[config.mk]
export PLATFORM = sky130hd
export DESIGN_NAME = branch_issue_flat
export DESIGN_NICKNAME = d
export VERILOG_FILES = /design/src/rtl/branch_issue_if.sv /design/src/rtl/branch_issue.sv /design/src/flat_wrapper.sv
export SDC_FILE = /design/constraint.sdc
export NUM_CORES = 1
export LEC_CHECK = 0
export ABC_AREA = 1
export BUFFER_PORTS_ARGS = -buffer_cell sky130_fd_sc_hd__buf_2
export CAP_MARGIN = 30
export CORE_ASPECT_RATIO = 1.75
export CORE_MARGIN = 10
export CORE_UTILIZATION = 45
export CTS_CLUSTER_DIAMETER = 60
export CTS_CLUSTER_SIZE = 14
export DETAILED_ROUTE_END_ITERATION = 7
export MAX_ROUTING_LAYER = met4
export PLACE_DENSITY = 0.79
export SYNTH_ARGS = -nofsm -noshare
export SYNTH_HDL_FRONTEND = slang
export SYNTH_SLANG_ARGS = --single-unit
[constraint.sdc]
create_clock -name clk -period 1.3 [get_ports clk]
set_input_delay 0.26 -clock clk [delete_from_list [all_inputs] [get_ports clk]]
set_output_delay 0.26 -clock clk [all_outputs]
set_load 0.02 [all_outputs]
[src/rtl/branch_issue_if.sv]
// Control-flow, instruction-ROM and issue-slot signals between branch_issue and its neighbours.
// The master side belongs to branch_issue, the producer of goto/call/ret/skip and the issue slot.
interface branch_issue_if #(
  parameter int IW = 16,
  parameter int AW = 12
);
  logic          pause;
  logic [AW-1:0] pc;
  logic          kill;
  logic [AW-1:0] imem_addr;
  logic [IW-1:0] imem_data;
  logic          flag_we;
  logic          flag_in;
  logic          goto;
  logic [AW-1:0] goto_addr;
  logic          call;
  logic          ret;
  logic          skip;
  logic          issue_valid;
  logic [IW-1:0] issue_instr;
  logic [AW-1:0] issue_pc;
  logic          illegal;

  modport master (
    input  pause, pc, kill, imem_data, flag_we, flag_in,
    output imem_addr, goto, goto_addr, call, ret, skip,
           issue_valid, issue_instr, issue_pc, illegal
  );

  modport slave (
    output pause, pc, kill, imem_data, flag_we, flag_in,
    input  imem_addr, goto, goto_addr, call, ret, skip,
           issue_valid, issue_instr, issue_pc, illegal
  );
endinterface

[src/rtl/branch_issue.sv]
// Fetch/decode front end: decodes control-flow opcodes back to the PC controller and
// registers ordinary instructions into the issue slot, holding the fetched word across pauses.
module branch_issue #(
  parameter int IW = 16,
  parameter int AW = 12
) (
  input  logic          clk,
  input  logic          reset,
  branch_issue_if.master bus
);

  localparam logic [3:0] OP_GOTO = 4'h8;
  localparam logic [3:0] OP_CALL = 4'h9;
  localparam logic [3:0] OP_RET  = 4'hA;
  localparam logic [3:0] OP_SKZ  = 4'hB;
  localparam logic [3:0] OP_SKNZ = 4'hC;
  localparam logic [3:0] OP_ALUD = 4'hD;

  logic          fetch_valid_q, fetch_valid_d;
  logic          hold_valid_q,  hold_valid_d;
  logic [IW-1:0] hold_q,        hold_d;
  logic          zflag_q,       zflag_d;
  logic          issue_valid_q, issue_valid_d;
  logic [IW-1:0] issue_instr_q, issue_instr_d;
  logic [AW-1:0] issue_pc_q,    issue_pc_d;
  logic          illegal_q,     illegal_d;

  logic [IW-1:0] word;
  logic [3:0]    opcode;
  logic          live;
  logic          ordinary;
  logic          reserved;
  logic          zflag_eff;
  logic [AW-1:0] word_pc;

  assign bus.imem_addr = bus.pc;

  // The ROM output moves on while pc is frozen, so a paused word comes from the hold register.
  always_comb begin
    word      = hold_valid_q ? hold_q : bus.imem_data;
    opcode    = word[IW-1 -: 4];
    live      = fetch_valid_q && !bus.kill && !bus.pause;
    ordinary  = !opcode[3] || (opcode == OP_ALUD);
    reserved  = (opcode >= 4'hE);
    zflag_eff = bus.flag_we ? bus.flag_in : zflag_q;
    word_pc   = bus.pc - AW'(1);
  end

  always_comb begin
    // NOTE: every output gets a default before the case, so no path can infer a latch.
    bus.goto      = 1'b0;
    bus.goto_addr = '0;
    bus.call      = 1'b0;
    bus.ret       = 1'b0;
    bus.skip      = 1'b0;
    if (live) begin
      bus.goto_addr = word[AW-1:0];
      case (opcode)
        OP_GOTO: bus.goto = 1'b1;
        OP_CALL: begin
          bus.goto = 1'b1;
          bus.call = 1'b1;
        end
        OP_RET:  bus.ret  = 1'b1;
        OP_SKZ:  bus.skip = zflag_eff;
        OP_SKNZ: bus.skip = !zflag_eff;
        default: ;
      endcase
    end
  end

  always_comb begin
    fetch_valid_d = 1'b1;
    zflag_d       = zflag_eff;
    hold_valid_d  = hold_valid_q;
    hold_d        = hold_q;
    issue_valid_d = issue_valid_q;
    issue_instr_d = issue_instr_q;
    issue_pc_d    = issue_pc_q;
    illegal_d     = illegal_q || (live && reserved);

    if (bus.pause) begin
      if (!hold_valid_q) begin
        hold_valid_d = 1'b1;
        hold_d       = bus.imem_data;
      end
    end else begin
      hold_valid_d  = 1'b0;
      issue_valid_d = live && ordinary;
      if (live && ordinary) begin
        issue_instr_d = word;
        issue_pc_d    = word_pc;
      end
    end
  end

  // NOTE: the hold data register is reset too, so nothing from before a reset survives it.
  always_ff @(posedge clk or negedge reset) begin
    if (!reset) begin
      fetch_valid_q <= 1'b0;
      hold_valid_q  <= 1'b0;
      hold_q        <= '0;
      zflag_q       <= 1'b0;
      issue_valid_q <= 1'b0;
      issue_instr_q <= '0;
      issue_pc_q    <= '0;
      illegal_q     <= 1'b0;
    end else begin
      // NOTE: non-blocking so every flop samples the pre-edge values.
      fetch_valid_q <= fetch_valid_d;
      hold_valid_q  <= hold_valid_d;
      hold_q        <= hold_d;
      zflag_q       <= zflag_d;
      issue_valid_q <= issue_valid_d;
      issue_instr_q <= issue_instr_d;
      issue_pc_q    <= issue_pc_d;
      illegal_q     <= illegal_d;
    end
  end

  assign bus.issue_valid = issue_valid_q;
  assign bus.issue_instr = issue_instr_q;
  assign bus.issue_pc    = issue_pc_q;
  assign bus.illegal     = illegal_q;

endmodule

[src/flat_wrapper.sv]
// flat-port wrapper written by rule: the top's interface ports become plain ports
module branch_issue_flat 
#(
  parameter int IW = 16,
  parameter int AW = 12
)
  (clk, reset, bus_pause, bus_pc, bus_kill, bus_imem_data, bus_flag_we, bus_flag_in, bus_imem_addr, bus_goto, bus_goto_addr, bus_call, bus_ret, bus_skip, bus_issue_valid, bus_issue_instr, bus_issue_pc, bus_illegal);
  branch_issue_if #(.IW(IW), .AW(AW)) bus_i ();
  input  logic clk;
  input  logic reset;
  input wire logic [$bits(bus_i.pause)-1:0] bus_pause;
  input wire logic [$bits(bus_i.pc)-1:0] bus_pc;
  input wire logic [$bits(bus_i.kill)-1:0] bus_kill;
  input wire logic [$bits(bus_i.imem_data)-1:0] bus_imem_data;
  input wire logic [$bits(bus_i.flag_we)-1:0] bus_flag_we;
  input wire logic [$bits(bus_i.flag_in)-1:0] bus_flag_in;
  output wire logic [$bits(bus_i.imem_addr)-1:0] bus_imem_addr;
  output wire logic [$bits(bus_i.goto)-1:0] bus_goto;
  output wire logic [$bits(bus_i.goto_addr)-1:0] bus_goto_addr;
  output wire logic [$bits(bus_i.call)-1:0] bus_call;
  output wire logic [$bits(bus_i.ret)-1:0] bus_ret;
  output wire logic [$bits(bus_i.skip)-1:0] bus_skip;
  output wire logic [$bits(bus_i.issue_valid)-1:0] bus_issue_valid;
  output wire logic [$bits(bus_i.issue_instr)-1:0] bus_issue_instr;
  output wire logic [$bits(bus_i.issue_pc)-1:0] bus_issue_pc;
  output wire logic [$bits(bus_i.illegal)-1:0] bus_illegal;
  assign bus_i.pause = bus_pause;
  assign bus_i.pc = bus_pc;
  assign bus_i.kill = bus_kill;
  assign bus_i.imem_data = bus_imem_data;
  assign bus_i.flag_we = bus_flag_we;
  assign bus_i.flag_in = bus_flag_in;
  assign bus_imem_addr = bus_i.imem_addr;
  assign bus_goto = bus_i.goto;
  assign bus_goto_addr = bus_i.goto_addr;
  assign bus_call = bus_i.call;
  assign bus_ret = bus_i.ret;
  assign bus_skip = bus_i.skip;
  assign bus_issue_valid = bus_i.issue_valid;
  assign bus_issue_instr = bus_i.issue_instr;
  assign bus_issue_pc = bus_i.issue_pc;
  assign bus_illegal = bus_i.illegal;
  branch_issue #(.IW(IW), .AW(AW)) u_core (.clk(clk), .reset(reset), .bus(bus_i));
endmodule
==> results.py, run 1 <==
metrics = {
    "route": {
        "dr.pass1.iters": 4,
        "viasPerCell": 5.045,
        "drc": 0,
        "wirelength_mm": 9.993,
        "vias": 2820,
        "wl_per_cell_um": 17.88,
        "first_iter_violations": 121,
        "ant_nets": 0,
    },
    "final_layout": {
        "fillCellCount": 366,
        "drive_above_1_share": 0.5741,
        "multi_input_area_um2": 1622,
        "area_delta_synth_final_pct": 69.37,
        "finalNonFillerCells": 559,
        "final_nets": 514,
        "seqCellArea_um2": 1226,
        "utilization": 0.7756,
    },
    "cts": {
        "cts.sinks": 49,
        "clk_pin_slew_ns": 0.09,
        "clk_latency_ns": 0.30,
        "clk_path_buf_depth": 2,
        "clock-root-buffer": "clkbuf_8",
        "numCtsBuffers": 5,
        "cts_tree": "yes",
        "cts.htree.levels": 2,
    },
    "grt": {
        "grt_first_pass_wirelength_mm": 14.99,
        "grt_pass1_vias": 3027,
        "grt.overflow.total": 0,
        "grt_max_degree": 50,
        "antenna_found_initial": 2,
        "grt.total_usage": 0.2000,
    },
    "run_status": {
        "status": "finished with violations",
        "violations": "setup timing",
    },
    "synthesis": {
        "synth_top_area_cell": "dfrtp_1",
        "synth-async-reset-ratio": 1.000,
        "synth_top_family_by_area": "simple AND/OR/NAND/NOR gates",
        "synth.most_common_cell": "nand2_1",
        "synthTopCellsByCount": "nand2_1 (88), dfrtp_1 (49), inv_1 (36)",
        "synth.avg_cell_area_um2": 7.927,
        "synth-xor-area-share": 0.01311,
        "syn-num-nets": 372,
        "synthFlopType": "dfrtp_1",
        "synth_fa_ha_area_frac": 0.004684,
        "synthMuxAreaShare": 0,
        "netlist_area_um2": 2671,
        "synthCells": 337,
        "yosys_warnings": 0,
        "ys_ff_latch": 49,
        "synth-seq-area-share": 0.4590,
        "synth_compound_area_frac": 0.08197,
        "synth_top_cell_area_share": 0.4590,
        "yosys-top-cells-area": "dfrtp_1 (46%), nand2_1 (12%), nand3_1 (6.4%)",
        "netlist-cell-type-count": 30,
        "synthSimpleGateAreaFrac": 0.3133,
        "synth_edf_count": 0,
    },
    "timing": {
        "finalSetupTns_ns": -21.53,
        "fmax_mhz": 540.8,
        "rsz0062_at_grt": "true",
        "timing.final.ws_setup_ns": -0.5490,
        "skew_ns": 0.008620,
        "period_share": 1.422,
        "hold_violations": 0,
        "maxSlewViolCount": 0,
        "final-setup-viol-count": 57,
        "fin_crit_ns": 1.849,
    },
    "critical_path": {
        "crit_cells": 9,
        "r2r.worst_path.cells": 10,
        "crit_slowest_cell": "dfrtp_1",
        "r2r-start": "u_core.hold_valid_q",
        "critPathMaxStageDelay_ns": 0.41,
        "reg2reg_slack_ns": -0.46,
        "worstPathMaxFanout": 4,
        "cp_top_family": "flip-flops",
        "startpoint_type": "register",
        "crit_buf_inv": 4,
        "critical_path.cell_chain": "buf_6, inv_8, nand2_4, nand2_4, inv_4, nor2_4, nand2_4, o21ai_4, buf_6",
        "worstSetupPathType": "reg -> out",
        "cp-startpoint": "u_core.hold_valid_q",
        "cp-end-kind": "primary output",
        "worst_path_most_repeated_cell": "nand2_4",
        "cp-endpoint": "bus_skip",
        "critPathArrivalTime_ns": 1.59,
        "r2r_end": "u_core.bus.issue_pc[8]",
        "critPathRequiredTime_ns": 1.04,
    },
    "place": {
        "port_buffers": 91,
        "routabilityCongestion": 0.9490,
        "dp_hpwl_mm": 5.766,
        "pre_cts_slack_ns": -0.2752,
        "dp.cells": 517,
    },
    "floorplanning": {
        "dieWidth_um": 78.24,
        "ios": 92,
        "design.core.area_um2": 5833,
        "die_area_um2": 9539,
        "fp-row-count": 37,
        "start_util": 0.4580,
        "die_h_um": 121.9,
    },
    "pwr": {
        "p_leak_nw": 2.348,
        "peakVddDrop_v": 0.0008860,
        "finalPower_w": 0.005050,
        "powerDensity_nw_per_um2": 1116,
    },
    "hold_path": {
        "min_path_type": "in -> reg",
    },
    "job": {
        "drv_cap": 0,
    },
}
-- state kept, by name, indices dropped and copies added (netlist names) --
| signal | count |
|---|---|
| u_core.bus.illegal | 1 |
| u_core.hold_q | 16 |
| u_core.bus.issue_pc | 12 |
| u_core.bus.issue_instr | 16 |
| u_core.zflag_q | 1 |
| u_core.hold_valid_q | 1 |
| u_core.fetch_valid_q | 1 |
| u_core.bus.issue_valid | 1 |
-- metrics by stage --
stage	cell area (um^2)	hold slack (ns)
finish	4524	0.2058
global route	4524	0.2055
CTS	4278	0.1917
detailed placement	3541	0.2723
global placement	3541	0.2637
floorplan	2888	-0.03559
-- routing by layer --
metal  global-route usage  routed length [um]
met5                    -                   0
met4              0.09797                 384
met3              0.02434                 282
met2               0.3667                5698
met1               0.2028                3627
-- report_power, final --
part	leakage, nW	switching [W]	internal, W
Combinational	1.70	0.00116	0.000906
Sequential	0.604	0.000239	0.00183
Clock	0.0443	0.000490	0.000423
-- layout make-up --
class,count,area share
tap,78,0.02157
sequential,49,0.2710
multi-input combinational,226,0.3584
inverter,38,0.03429
antenna,2,0.001106
clock buffer,7,0.01908
timing repair buffer,159,0.2945
-- how the worst min path moves through the flow --
| stage | slack, ns | startpoint | cells past startpoint | to |
|---|---|---|---|---|
| after global routing | 0.21 | bus_pause | 2 | u_core.hold_valid_q |
| after detailed placement | 0.27 | reset | 2 | u_core.zflag_q |
| after CTS | 0.19 | bus_pause | 2 | u_core.hold_valid_q |
| after global placement | 0.26 | reset | 2 | u_core.zflag_q |
| final | 0.21 | bus_pause | 2 | u_core.hold_valid_q |
| after floorplan | -0.04 | reset | 0 | u_core.bus.illegal |
-- repair_timing --
action,4_1_cts,5_1_grt
hold buffers,1,0
cloned,5,0
hold endpoints to repair,49,0
endpoints found under the setup margin,57,59
pin swaps,40,12
buffers inserted,22,6
gates resized for setup,122,45
-- layout by cell type (no fill, tap or decap), types with 3 or more instances in the layout --
cell type	instances
buf_6	53
nand2_8	4
or2_4	12
nand3_2	28
buf_16	3
o21ai_2	13
buf_12	4
buf_2	75
nand2_2	7
nor2_1	20
o21ai_4	13
dfrtp_1	49
inv_1	29
nand3_1	8
clkbuf_8	6
xor2_1	3
nor2_4	7
nand2_4	7
inv_2	6
buf_4	21
o21ai_0	8
nor2_2	7
nand2_1	79
-- kinds of logic after synthesis --
family / Yosys count
AOI/OAI and AO/OA: 37
xor gates and xnor gates: 4
adders and majority gates: 1
buffers and inverters: 64
DFF: 49
other: 1
and+or+nand+nor: 181
(Power assumes the default switching activity.)
==> inputs of run 2 (changes only) <==
--- a/config.mk
+++ b/config.mk
@@ -15,7 +15,7 @@
 export CTS_CLUSTER_SIZE = 14
 export DETAILED_ROUTE_END_ITERATION = 7
 export MAX_ROUTING_LAYER = met4
-export PLACE_DENSITY = 0.79
+export PLACE_DENSITY = 0.76
 export SYNTH_ARGS = -nofsm -noshare
 export SYNTH_HDL_FRONTEND = slang
 export SYNTH_SLANG_ARGS = --single-unit
==> run 2 against run 1 <==
The run still ends with setup timing left. Worst hold slack got worse by 0.0023 ns. Worst setup slack improved by 0.043 ns. Sequential share of layout area up 3.7 points. Maximum frequency rose by 2.4%. Clock power rose by 38%. Register-to-register slack gained 0.24 ns. Clock skew is 0.0012 ns lower. Via count decreased by 8.7%. First-iteration DRC count fell by 17%. Critical path type unchanged. Critical endpoint is now bus_goto_addr[1]. Largest power group unchanged.
==> results.py, run 2 (synthesis results as in run 1) <==
metrics = {
    "floorplanning": {
        "ios": 92,
        "fp-row-count": 37,
        "die_area_um2": 9539,
        "design.core.area_um2": 5833,
        "die_h_um": 121.9,
        "dieWidth_um": 78.24,
        "start_util": 0.4580,
    },
    "pwr": {
        "p_comb_frac": 0.342,
        "switching_power_w": 0.001745,
        "peakVddDrop_v": 0.0007266,
        "netSwitchingFraction": 0.3458,
        "p_leak_nw": 2.119,
        "internal-power_w": 0.003302,
        "pwr-share-seq": 0.409,
        "powerDensity_nw_per_um2": 1266,
        "clockPowerShare": 0.249,
    },
    "cts": {
        "clock-root-buffer": "clkbuf_8",
        "numCtsBuffers": 5,
        "clk_latency_ns": 0.30,
        "cts_tree": "yes",
        "clk_path_buf_depth": 2,
        "clk_pin_slew_ns": 0.09,
        "cts.htree.levels": 2,
        "cts.sinks": 49,
    },
    "route": {
        "ant_nets": 0,
        "vias": 2575,
        "first_iter_violations": 101,
        "drc": 0,
        "wirelength_mm": 8.137,
        "wl_per_cell_um": 15.30,
        "viasPerCell": 4.840,
        "dr.pass1.iters": 4,
    },
    "final_layout": {
        "utilization": 0.6834,
        "mostFrequentLayoutCells": "nand2_1 (86), buf_2 (81), dfrtp_1 (48)",
        "seqCellArea_um2": 1227,
        "area_delta_synth_final_pct": 49.23,
        "drive_above_1_share": 0.4868,
        "n_antenna_cell": 0,
        "multi_input_area_um2": 1418,
        "finalNonFillerCells": 532,
        "final_nets": 488,
        "fillCellCount": 496,
        "final_area_um2": 3986,
        "layout_commonest_cell": "nand2_1",
    },
    "timing": {
        "fin_crit_ns": 1.806,
        "maxSlewViolCount": 0,
        "fmax_mhz": 553.7,
        "hold_violations": 0,
        "rsz0062_at_grt": "true",
        "timing.final.ws_setup_ns": -0.5062,
        "whs_ns": 0.2035,
        "final-setup-viol-count": 54,
        "period_share": 1.389,
        "skew_ns": 0.007396,
    },
    "critical_path": {
        "critPathRequiredTime_ns": 1.04,
        "cp-end-kind": "primary output",
        "critPathArrivalTime_ns": 1.55,
        "worstPathMaxFanout": 12,
        "worstSetupPathType": "reg -> out",
        "startpoint_type": "register",
    },
    "place": {
        "dp.cells": 514,
        "place_area_um2": 3531,
        "port_buffers": 91,
        "routabilityCongestion": 0.8794,
        "dp_hpwl_mm": 5.918,
    },
    "grt": {
        "grt_max_degree": 50,
        "grt.total_usage": 0.1747,
        "grt_first_pass_wirelength_mm": 13.27,
        "grt_pass1_vias": 2788,
        "antenna_found_initial": 0,
        "grt.overflow.total": 0,
    },
    "run_status": {
        "status": "finished with violations",
        "violations": "setup timing",
    },
    "hold_path": {
        "min_path_type": "in -> reg",
    },
    "job": {
        "drv_cap": 0,
    },
}
[run 2: cell count changes in the layout (fill, tap and decap cells not counted), sizes merged]
cell	before	now
diode	2	0
nand2	97	96
clkinv	0	1
buf	158	133
clkbuf	7	5
bufinv	0	2
[run 2: final timing paths]
check / from / endpoint / slack (ns) / cells past startpoint
max: u_core.hold_valid_q / bus_goto_addr[1] / -0.51 / 6
max in group asynchronous: reset / u_core.hold_valid_q / 0.59 / 3
min reg2reg: u_core.bus.illegal / u_core.bus.illegal / 0.49 / 1
min in group asynchronous: reset / u_core.bus.illegal / 0.48 / 3
max reg2reg: u_core.hold_valid_q / u_core.bus.issue_instr[10] / -0.22 / 7
min: bus_pause / u_core.hold_valid_q / 0.20 / 2
[run 2: cell type report]
| type | instances | share of cell area |
|---|---|---|
| clock buffer | 5 | 0.01726 |
| multi-input combinational | 225 | 0.3556 |
| tap | 78 | 0.02448 |
| clock inverter | 3 | 0.01632 |
| inverter | 38 | 0.03704 |
| timing repair buffer | 134 | 0.2414 |
| sequential | 49 | 0.3079 |
[run 2: what timing repair did]
action	4_1_cts	5_1_grt
endpoints found under the hold margin	49	0
endpoints found under the setup margin	57	58
hold buffers	1	0
cloned	2	0
resized for setup	57	11
pin swaps	4	4
setup buffers	5	2
[run 2: routing by layer]
metal / GRT usage / wire, um / part of all wire
met1: 0.1793 / 3013 / 0.37
met2: 0.3171 / 4592 / 0.56
met3: 0.02950 / 274 / 0.034
met5: - / 0 / 0
met4: 0.07432 / 257 / 0.032
[run 2: power by group through the flow]
stage	combinational [W]	clock (W)	sequential (W)
2_1_floorplan	0.000657	0	0.00234
3_3_place_gp	0.00155	0	0.00206
3_5_place_dp	0.00159	0	0.00208
4_1_cts	0.00171	0.00128	0.00205
5_1_grt	0.00188	0.00134	0.00210
6_report	0.00173	0.00126	0.00206
[run 2: stage by stage]
| step | setup WS [ns] | power, W | setup TNS [ns] |
|---|---|---|---|
| global placement | -0.2794 | 0.003618 | -9.430 |
| finish | -0.5062 | 0.005047 | -13.52 |
| detailed placement | -0.3364 | 0.003665 | -11.55 |
| global route | -0.5862 | 0.005315 | -16.98 |
| CTS | -0.5092 | 0.005037 | -11.63 |
| floorplan | -0.1241 | 0.002995 | -1.917 |
[run 2: worst max-delay path, cell delays in order (launching register included)]
cell	delay, ns
dfrtp_2	0.47
inv_4	0.07
buf_6	0.14
or2_2	0.28
o21ai_2	0.07
nor2_1	0.05
buf_2	0.16
